--- config.mk ---
export PLATFORM = sky130hd
export DESIGN_NAME = tube_readout_ctrl
export DESIGN_NICKNAME = d
export VERILOG_FILES = /design/src/rtl/tube_readout_ctrl.sv
export SDC_FILE = /design/constraint.sdc
export NUM_CORES = 1
export LEC_CHECK = 0
export CAP_MARGIN = 15
export CORE_MARGIN = 10
export CORE_UTILIZATION = 54
export DETAILED_ROUTE_END_ITERATION = 7
export GPL_ROUTABILITY_DRIVEN = 0
export PLACE_DENSITY = 0.83
export SYNTH_ARGS = -nofsm -noshare
export SYNTH_HDL_FRONTEND = slang
export SYNTH_SLANG_ARGS = --single-unit
--- constraint.sdc ---
create_clock -name clk -period 3.3 [get_ports clk]
set_clock_uncertainty 0.1 [all_clocks]
set_input_delay 0.66 -clock clk [delete_from_list [all_inputs] [get_ports clk]]
set_output_delay 0.66 -clock clk [all_outputs]
set_load 0.03 [all_outputs]
--- src/rtl/tube_readout_ctrl.sv ---
// Tube readout controller: opens a drift window on all Tube channels, snapshots
// their counts, then streams one word per channel (or only hit channels) over a
// valid/ready interface, tagging each frame with an 8-bit frame number.
module tube_readout_ctrl #(
  parameter int unsigned NTUBES     = 8,
  parameter int unsigned IDX_W      = 3,
  parameter int unsigned WINDOW     = 200,
  parameter int unsigned SKIP_EMPTY = 0
) (
  input  logic                  clk,
  input  logic                  clr,
  input  logic                  trigger,
  input  logic [8*NTUBES-1:0]   tube_data,
  output logic                  tube_clr,
  output logic                  gate_enable,
  output logic                  busy,
  output logic                  out_valid,
  input  logic                  out_ready,
  output logic [IDX_W-1:0]      out_tube,
  output logic [7:0]            out_count,
  output logic                  out_hit,
  output logic                  out_last,
  output logic [7:0]            out_frame,
  output logic                  frame_done
);

  localparam logic [7:0] WinVal  = 8'(WINDOW);
  localparam logic [7:0] WinLast = 8'(WINDOW - 1);

  typedef enum logic [1:0] {StIdle, StArm, StSnap, StRead} state_e;

  state_e                   state_q, state_d;
  logic [7:0]               win_q, win_d;
  logic [7:0]               frame_q, frame_d;
  logic [NTUBES-1:0][7:0]   snap_q, snap_d;
  logic [IDX_W-1:0]         idx_q, idx_d;
  logic                     done_q, done_d;

  logic [NTUBES-1:0]        data_emit, snap_emit;
  logic [IDX_W:0]           first_scan, next_scan;
  logic                     xfer;

  // Lowest set index of mask at or above start; MSB flags whether one exists.
  function automatic logic [IDX_W:0] scan_from(input logic [NTUBES-1:0] mask, input int start);
    logic [IDX_W:0] res;
    res = '0;
    for (int i = int'(NTUBES) - 1; i >= 0; i--) begin
      if (mask[i] && (i >= start)) res = {1'b1, IDX_W'(i)};
    end
    return res;
  endfunction

  // Channels that produce a word: all of them, or only hit ones when skipping.
  always_comb begin
    data_emit = '0;
    snap_emit = '0;
    for (int i = 0; i < int'(NTUBES); i++) begin
      data_emit[i] = (SKIP_EMPTY == 0) || (tube_data[8*i +: 8] < WinVal);
      snap_emit[i] = (SKIP_EMPTY == 0) || (snap_q[i] < WinVal);
    end
    first_scan = scan_from(data_emit, 0);
    next_scan  = scan_from(snap_emit, int'(idx_q) + 1);
  end

  // Output decode; word fields are forced to zero whenever no word is offered.
  always_comb begin
    tube_clr    = (state_q != StArm);
    gate_enable = (state_q == StArm);
    busy        = (state_q != StIdle);
    out_valid   = (state_q == StRead);
    out_tube    = out_valid ? idx_q : '0;
    out_count   = out_valid ? snap_q[idx_q] : 8'd0;
    out_hit     = out_valid && (snap_q[idx_q] < WinVal);
    out_last    = out_valid && !next_scan[IDX_W];
    out_frame   = out_valid ? frame_q : 8'd0;
    frame_done  = done_q;
    xfer        = out_valid && out_ready;
  end

  // Next-state logic for the acquisition sequence.
  always_comb begin
    state_d = state_q;
    win_d   = win_q;
    frame_d = frame_q;
    snap_d  = snap_q;
    idx_d   = idx_q;
    done_d  = 1'b0;
    unique case (state_q)
      StIdle: begin
        if (trigger) begin
          state_d = StArm;
          frame_d = frame_q + 8'd1;
          win_d   = '0;
        end
      end
      StArm: begin
        if (win_q == WinLast) state_d = StSnap;
        else                  win_d   = win_q + 8'd1;
      end
      StSnap: begin
        snap_d = tube_data;
        if (first_scan[IDX_W]) begin
          idx_d   = first_scan[IDX_W-1:0];
          state_d = StRead;
        end else begin
          // Nothing to emit in this frame.
          state_d = StIdle;
          done_d  = 1'b1;
        end
      end
      StRead: begin
        if (xfer) begin
          if (next_scan[IDX_W]) begin
            idx_d = next_scan[IDX_W-1:0];
          end else begin
            state_d = StIdle;
            done_d  = 1'b1;
          end
        end
      end
      default: state_d = StIdle;
    endcase
  end

  // State registers with synchronous clear.
  always_ff @(posedge clk) begin
    if (clr) begin
      state_q <= StIdle;
      win_q   <= '0;
      frame_q <= '0;
      snap_q  <= '0;
      idx_q   <= '0;
      done_q  <= 1'b0;
    end else begin
      state_q <= state_d;
      win_q   <= win_d;
      frame_q <= frame_d;
      snap_q  <= snap_d;
      idx_q   <= idx_d;
      done_q  <= done_d;
    end
  end

endmodule

# After elaboration in Yosys (flattened, before gate mapping)

Cells that the tools add are included.

Register bits after elaboration: 86
Input bits: 68
Output and inout port bits: 26
Word-level logic and storage cells: 77

$add $sub $neg: 3
Order comparisons: 10
Eq/ne operators: 11
Muxes and demuxes: 25
Bitwise logic cells: 2
Reduce and logical (&&, ||, !) cells: 13

Operator list:

| cell                | number |
|---|---|
| $mux 8              | 5 |
| $mux 4              | 8 |
| $bmux 8 s3          | 1 |
| $add 8x1->8 const B | 2 |
| $ge 3x4->1 const A  | 4 |
| $pmux 8 s2          | 1 |
| $mux 3              | 3 |
| $eq 8x8->1 const B  | 1 |
| $ge 1x4->1 const A  | 2 |
| $ge 2x4->1 const A  | 2 |
| $lt 8x8->1 const B  | 1 |
| $mux 2              | 4 |
| $ne 2x1->1 const B  | 4 |
| $pmux 2 s4          | 1 |
| $ne 2x2->1 const B  | 3 |
| $pmux 3 s2          | 1 |
| $reduce_and 3->1    | 2 |
| $reduce_bool 2->1   | 3 |
| $add 3x1->4 const B | 1 |
| $eq 2x2->1 const B  | 2 |
| $lt 3x4->1 const B  | 1 |
| $reduce_and 4->1    | 1 |
| $logic_and 1x1->1   | 3 |
| $reduce_or 3->1     | 1 |
| other kinds (6)     | 7 |

# Logic depth before layout (Yosys ltp)

Gate-level depths: netlist (run 1).

Depth in word-level cells: 13
Gate-level depth with buffers: 7
Depth with buffers taken out: 6

# Worst setup path before layout (run 1)

OpenSTA, ideal clock, no wires.

Kind: reg-to-output
From: register idx_q[0]
To: output out_hit
Arrival: 1.747 ns
Required time: 2.540 ns
Path slack: 0.793 ns
Stages on the path, launching flop included: 6
Buffers on the path: 1
Path through: dfxtp_1 > buf_6 > mux4_2 > mux2i_1 > a311oi_1 > nor2_1

Word-level cells in the longest chain between the ends: 4

RTL lines:

| item                         | line | source |
|---|---|---|
| from (decl)                  | 36   | `logic [IDX_W-1:0] idx_q, idx_d;` |
| from (signal assigned)       | 139  | `idx_q <= idx_d;` |
| $bmux 8 s3                   | 73   | `out_hit = out_valid && (snap_q[idx_q] < WinVal);` |
| $mux 8 (implied by the code) | 73   |  |
| $lt 8x8->1                   | 73   |  |
| $logic_and 1x1->1            | 73   |  |
| to (decl)                    | 21   | `output logic out_hit,` |

No other way between the ends. The select of a mux whose other input is x is not followed.

# Final worst setup path (run 1)

From: register idx_q[0]
To: output out_count[1]

Word-level cells in the longest chain between the ends: 3

RTL lines:

| item                         | line | source |
|---|---|---|
| $bmux 8 s3                   | 72   | `out_count = out_valid ? snap_q[idx_q] : 8'd0;` |
| $mux 8 (implied by the code) | 72   |  |
| $mux 8                       | 72   |  |
| to (decl)                    | 20   | `output logic [7:0] out_count,` |

No other way between the ends. The select of a mux whose other input is x is not followed.

==> impl_metrics.toml, run 1 <==
[detailed_routing]
first_iter_violations = 166
dr.max_layer_used = "met4"
viasPerCell = 5.36
route.detailed.drc = 0
dr_wl_met2_um = 4870
ant_nets = 0
routedWlPerCell_um = 16.9
met1Wirelength_um = 4070
vias = 3117
dr.pass1.iters = 4
wirelength_um = 9790
wl_met3_um = 657

[setup_path]
path_buf_inv = 2
endpoint_kind = "output port"
r2r_start = "state_q[0]$_SDFFE_PP0P_"
cp_cell_sequence = "buf_4, mux4_2, mux2i_1, nor2_1, clkdlybuf4s50_1"
cpPeakStageDelay_ns = 0.62
r2r_cells = 5
cp_slowest_cell = "clkdlybuf4s50_1"
critPathLaunch = "idx_q[0]$_SDFFE_PP0P_"
crit_path_start_kind = "flip-flop"
r2r_end = "snap_q[6]$_SDFFE_PP0P_"
critPathKind = "reg2out"
rrSetupSlack_ns = 1.22
cp.required_ns = 2.54
cpLargestDelayFamily = "buffers and inverters"
cp_max_fo = 14
arrival_ns = 2.36

[placed_design]
place_area_um2 = 4960
dp_hpwl_um = 7520
placed_cells = 565
io_buffers = 93

[timing]
timing.final.crit_period_ns = 3.12
fin_setup_tns_ns = 0
rsz0062_at_grt = "false"
timing.final.crit_share_pct = 94.7
relSlewSlack_pct = 47.0
worst_pin_slew_ns = 0.795
finalMaxSlewViolations = 0
finalHoldViolCount = 0
fmax_ghz = 0.320
setup_viol = 0

[yosys]
yosys.area.top_type_share_pct = 43.6
synthMuxAreaShare_pct = 28.3
synthesis.instances = 389
synth_cell_types = 36
ys.flop_type = "dfxtp_1"
syn-num-nets = 465
synth_compound_area_share_pct = 3.74
synth_top_area_cell = "dfxtp_1"
synth_xor_area_share_pct = 2.44
netlist_area_um2 = 3950
synth_top_family_by_area = "multiplexers"
async_reset_ff_share_pct = 0
ys_seq_area_share_pct = 43.6
avgSynthCellArea_um2 = 10.2
yosys.area_share.simple_pct = 15.5
ys_warn_count = 0
synth_edf_count = 0
synthTopCellsByArea = "dfxtp_1 (44%), mux2i_1 (19%), nor2_1 (8.8%)"
ys_seq_elements = 86
synth_most_common_cell = "nor2_1"
netlist_top_cells_count = "nor2_1 (93), dfxtp_1 (86), mux2i_1 (75)"
synthAdderAreaFrac_pct = 2.53

[clock_network]
clk_latency_ns = 0.34
root_buffer = "clkbuf_8"
htree_num_levels = 3
cts.clk_slew.worst_paths_ns = 0.08
cts_hold_buffers = 0
cts_buffer_depth = 2
post-cts-setup-buffers = 0
cts-buffers-inserted = 9
cts_tree = "yes"
cts.sinks = 86

[pwr]
p_leak_uw = 0.00185
p_per_area_nw_per_um2 = 602
worst_ir_drop_vdd_uv = 371

[floorplanning]
rows = 31
die_x_um = 106
die_area_um2 = 11100
start_util_pct = 55.1
core_area_um2 = 7180
ioPinCount = 94
die_h_um = 106

[hold_path]
holdPathEnd = "snap_q[46]$_SDFFE_PP0P_"
hold_path_class = "reg2reg"
min_path_cells = 2
hp-start = "snap_q[46]$_SDFFE_PP0P_"

[final_layout]
drive_above_1_share_pct = 8.92
diodes = 0
fin_area_um2 = 5150
areaGrowthSynthToFinish_pct = 30.3
finalNetCount = 553
layout.cells.non_filler = 581
post-route-util_pct = 71.8

[global_routing]
grt_max_degree = 44
grt_pass1_vias = 3211
antenna_found_initial = 0
grt_overflow_total = 0
grt_pass1_wl_um = 15700
grt_usage_pct = 17.2

[flow_run]
cap_violations = 0

[run_status]
status = "complete, no violations"
## layout make-up
class	count	area (µm²)
clock inverters	4	47.5
repair buffers	100	993
inverters	10	37.5
flip-flops and latches	86	1720
multi-input cells	270	2090
clock buffers	12	135
fillers	530	2030
well taps	99	124
## per-layer routing
layer	vias up	global-route usage, %
li1	1513	-
met1	1488	19.4
met2	98	29.2
met3	18	6.15
met4	0	6.38
met5	-	0
## how the worst max path moves through the flow
stage | to | slack (ns) | cells past startpoint
3_3_place_gp | out_count[5] | 0.53 | 5
3_5_place_dp | out_count[5] | 0.47 | 5
2_1_floorplan | out_hit | 0.79 | 5
4_1_cts | out_count[5] | 0.08 | 5
6_report | out_count[1] | 0.18 | 5
5_1_grt | out_count[1] | 0.08 | 5
## report_power, final
group | switching [µW] | internal, µW | total [µW]
clock | 353 | 349 | 702
combinational | 533 | 526 | 1060
sequential | 122 | 1220 | 1340
total | 1010 | 2090 | 3100
## cell families after synthesis
logic type | after synthesis
AND/OR/NAND/NOR | 138
multiplexers | 91
flip-flops | 86
buffers and inverters | 33
AO/OA/AOI/OAI | 22
XOR/XNOR | 11
adder cells (fa/ha/maj) | 8
## layout by cell type (no fill, tap or decap), drive strengths merged
cell type	instances
a211oi	1
a21o	5
a21oi	7
a311oi	2
a31oi	3
and2	12
and3	5
buf	13
bufinv	1
clkbuf	12
clkdlybuf4s50	86
clkinv	3
clkinvlp	1
dfxtp	86
dlymetal6s2s	1
ha	8
inv	9
mux2i	75
mux4	16
nand2	8
nand2b	2
nand3	4
nand4	6
nor2	93
nor2b	2
nor3	1
nor3b	1
nor4	2
nor4b	1
o211ai	1
o21ai	2
o31ai	1
or3	1
xnor2	5
xor2	6
## registers in the layout (all words and copies together) (netlist names)
signal	flops
snap_q	64
frame_q	8
win_q	8
idx_q	3
state_q	2
frame_done	1
## tightest hold or removal path: cells and delay by family (launching register included)
kind             cells  cell delay, ns
flip-flops           1            0.33
AND/OR/NAND/NOR      1            0.07
multiplexers         1            0.06
## per-stage QoR
step           total power (µW)  worst slack [ns]  hold slack (ns)
2_1_floorplan              2100             0.793            0.351
3_3_place_gp               2380             0.525            0.368
3_5_place_dp               2420             0.471            0.380
4_1_cts                    3110            0.0778            0.399
5_1_grt                    3270            0.0783            0.415
6_report                   3100             0.176            0.396
## what timing repair did
action | 4_1_cts | 5_1_grt
endpoints found under the setup margin | 0 | 1
hold endpoints to repair | 0 | 0
resized for setup | 0 | 1
Note: power is estimated with default switching activity, not from simulation.
==> inputs of run 2 (changes only) <==
--- a/config.mk
+++ b/config.mk
@@ -7,10 +7,11 @@
 export LEC_CHECK = 0
 export CAP_MARGIN = 15
 export CORE_MARGIN = 10
-export CORE_UTILIZATION = 54
+export CORE_UTILIZATION = 55
+export CTS_BUF_LIST = sky130_fd_sc_hd__clkbuf_4 sky130_fd_sc_hd__clkbuf_8
 export DETAILED_ROUTE_END_ITERATION = 7
 export GPL_ROUTABILITY_DRIVEN = 0
-export PLACE_DENSITY = 0.83
+export PLACE_DENSITY = 0.84
 export SYNTH_ARGS = -nofsm -noshare
 export SYNTH_HDL_FRONTEND = slang
 export SYNTH_SLANG_ARGS = --single-unit
==> run 2 against run 1 <==
Worst setup slack improved by 0.0016 ns. Critical path type unchanged. Final cell count fell by 0.52%. Largest power group unchanged. Utilization rose by 3.7 points.
==> impl_metrics.toml, run 2 (synthesis results as in run 1) <==
[run_status]
status = "complete, no violations"

[detailed_routing]
route.detailed.drc = 0
first_iter_violations = 151
routedWlPerCell_um = 16.5
vias = 3086
dr.pass1.iters = 4
ant_nets = 0
wirelength_um = 9560
viasPerCell = 5.34

[global_routing]
grt_pass1_vias = 3145
grt_max_degree = 52
antenna_found_initial = 0
grt_usage_pct = 17.2
grt_overflow_total = 0
grt_pass1_wl_um = 15500

[pwr]
p_per_area_nw_per_um2 = 620
p_leak_uw = 0.00191
worst_ir_drop_vdd_uv = 289

[clock_network]
cts-buffers-inserted = 9
root_buffer = "clkbuf_8"
htree_num_levels = 3
cts_tree = "yes"
cts_hold_buffers = 0
clk_latency_ns = 0.35
cts.sinks = 86
cts_buffer_depth = 2
cts.clk_slew.worst_paths_ns = 0.09

[setup_path]
endpoint_kind = "output port"
r2r_cells = 6
r2r_start = "state_q[0]$_SDFFE_PP0P_"
crit_path_start_kind = "flip-flop"
r2r_end = "win_q[0]$_SDFFE_PP0P_"
cp_max_fo = 14
cpLargestDelayFamily = "buffers and inverters"
cp.required_ns = 2.54
rrSetupSlack_ns = 1.41
cp_slowest_cell = "clkdlybuf4s50_1"
path_buf_inv = 2
cp_cell_sequence = "buf_4, mux4_2, mux2i_1, nor2_1, clkdlybuf4s50_1"
cpPeakStageDelay_ns = 0.61
critPathKind = "reg2out"
arrival_ns = 2.36

[final_layout]
largest_register_ffs = 64
reg_top3 = "snap_q (64), frame_q (8), win_q (8)"
final_cell_mix = "nor2_1 (93), clkdlybuf4s50_1 (88), dfxtp_1 (86)"
post-route-util_pct = 75.4
max_flop_register = "snap_q"
layout.cells.most_common = "nor2_1"
areaGrowthSynthToFinish_pct = 31.9
finalNetCount = 553
diodes = 0
drive_above_1_share_pct = 8.71

[placed_design]
dp_hpwl_um = 7240
io_buffers = 93

[floorplanning]
core_area_um2 = 6910
rows = 30
die_h_um = 105
die_area_um2 = 11000
start_util_pct = 57.2
ioPinCount = 94
die_x_um = 105

[hold_path]
min_path_cells = 2
hp-start = "snap_q[49]$_SDFFE_PP0P_"
holdPathEnd = "snap_q[49]$_SDFFE_PP0P_"
hold_path_class = "reg2reg"

[timing]
timing.final.crit_share_pct = 94.6
relSlewSlack_pct = 46.5
rsz0062_at_grt = "false"
finalMaxSlewViolations = 0
fin_setup_tns_ns = 0
fmax_ghz = 0.320
setup_viol = 0
timing.final.crit_period_ns = 3.12
worst_pin_slew_ns = 0.803
finalHoldViolCount = 0

[flow_run]
cap_violations = 0
==> run 2: final cells by class <==
type / instances / area (µm²)
Clock buffer: 11 / 151
Clock inverter: 5 / 81.3
Fill cell: 510 / 1700
Inverter: 10 / 37.5
Multi-Input combinational cell: 270 / 2090
Sequential cell: 86 / 1720
Tap cell: 96 / 120
Timing Repair Buffer: 100 / 1010
==> run 2: power breakdown <==
part / switching (µW) / internal, µW / total (µW)
clock network: 374 / 468 / 841
registers: 118 / 1210 / 1330
logic: 531 / 525 / 1060
total: 1020 / 2210 / 3230
==> run 2: what timing repair did <==
action | CTS | global route
gates resized for setup | 0 | 3
setup endpoints to repair | 0 | 3
setup buffers | 0 | 0
==> run 2: stage by stage <==
| step | hold WS (ns) | worst slack [ns] | power (µW) | instance area (µm²) | std cells |
|---|---|---|---|---|---|
| floorplan | 0.351 | 0.793 | 2100 | 3950 | 389 |
| global placement | 0.366 | 0.506 | 2370 | 4970 | 562 |
| detailed placement | 0.380 | 0.470 | 2410 | 4970 | 562 |
| CTS | 0.400 | 0.0726 | 3260 | 5200 | 578 |
| global route | 0.430 | 0.0428 | 3410 | 5210 | 578 |
| finish | 0.395 | 0.178 | 3230 | 5210 | 578 |
==> run 2: routing by layer <==
| layer | track usage, % | share of wire [%] | vias to the layer above |
|---|---|---|---|
| met5 | 0 | 0 | - |
| met2 | 28.7 | 49 | 99 |
| met3 | 4.85 | 5.8 | 24 |
| li1 | - | - | 1522 |
| met1 | 19.8 | 42 | 1441 |
| met4 | 8.63 | 3.2 | 0 |
==> run 2: worst max-delay path by stage <==
stage	startpoint	to	slack, ns	cells past startpoint
finish	idx_q[0]$_SDFFE_PP0P_	out_count[6]	0.18	5
global route	idx_q[0]$_SDFFE_PP0P_	out_count[2]	0.04	5
global placement	idx_q[0]$_SDFFE_PP0P_	out_count[3]	0.51	5
detailed placement	idx_q[0]$_SDFFE_PP0P_	out_count[4]	0.47	5
floorplan	idx_q[0]$_SDFFE_PP0P_	out_hit	0.79	5
CTS	idx_q[0]$_SDFFE_PP0P_	out_count[4]	0.07	5
==> run 2: worst register-to-register path: cells and delay by family, from the launching register on <==
| family | cells | cell delay (ns) |
|---|---|---|
| AOI/OAI and AO/OA | 1 | 0.38 |
| adders and majority gates | 1 | 0.27 |
| buffers and inverters | 1 | 0.13 |
| DFF | 1 | 0.40 |
| muxes | 2 | 0.45 |
| and+or+nand+nor | 1 | 0.05 |
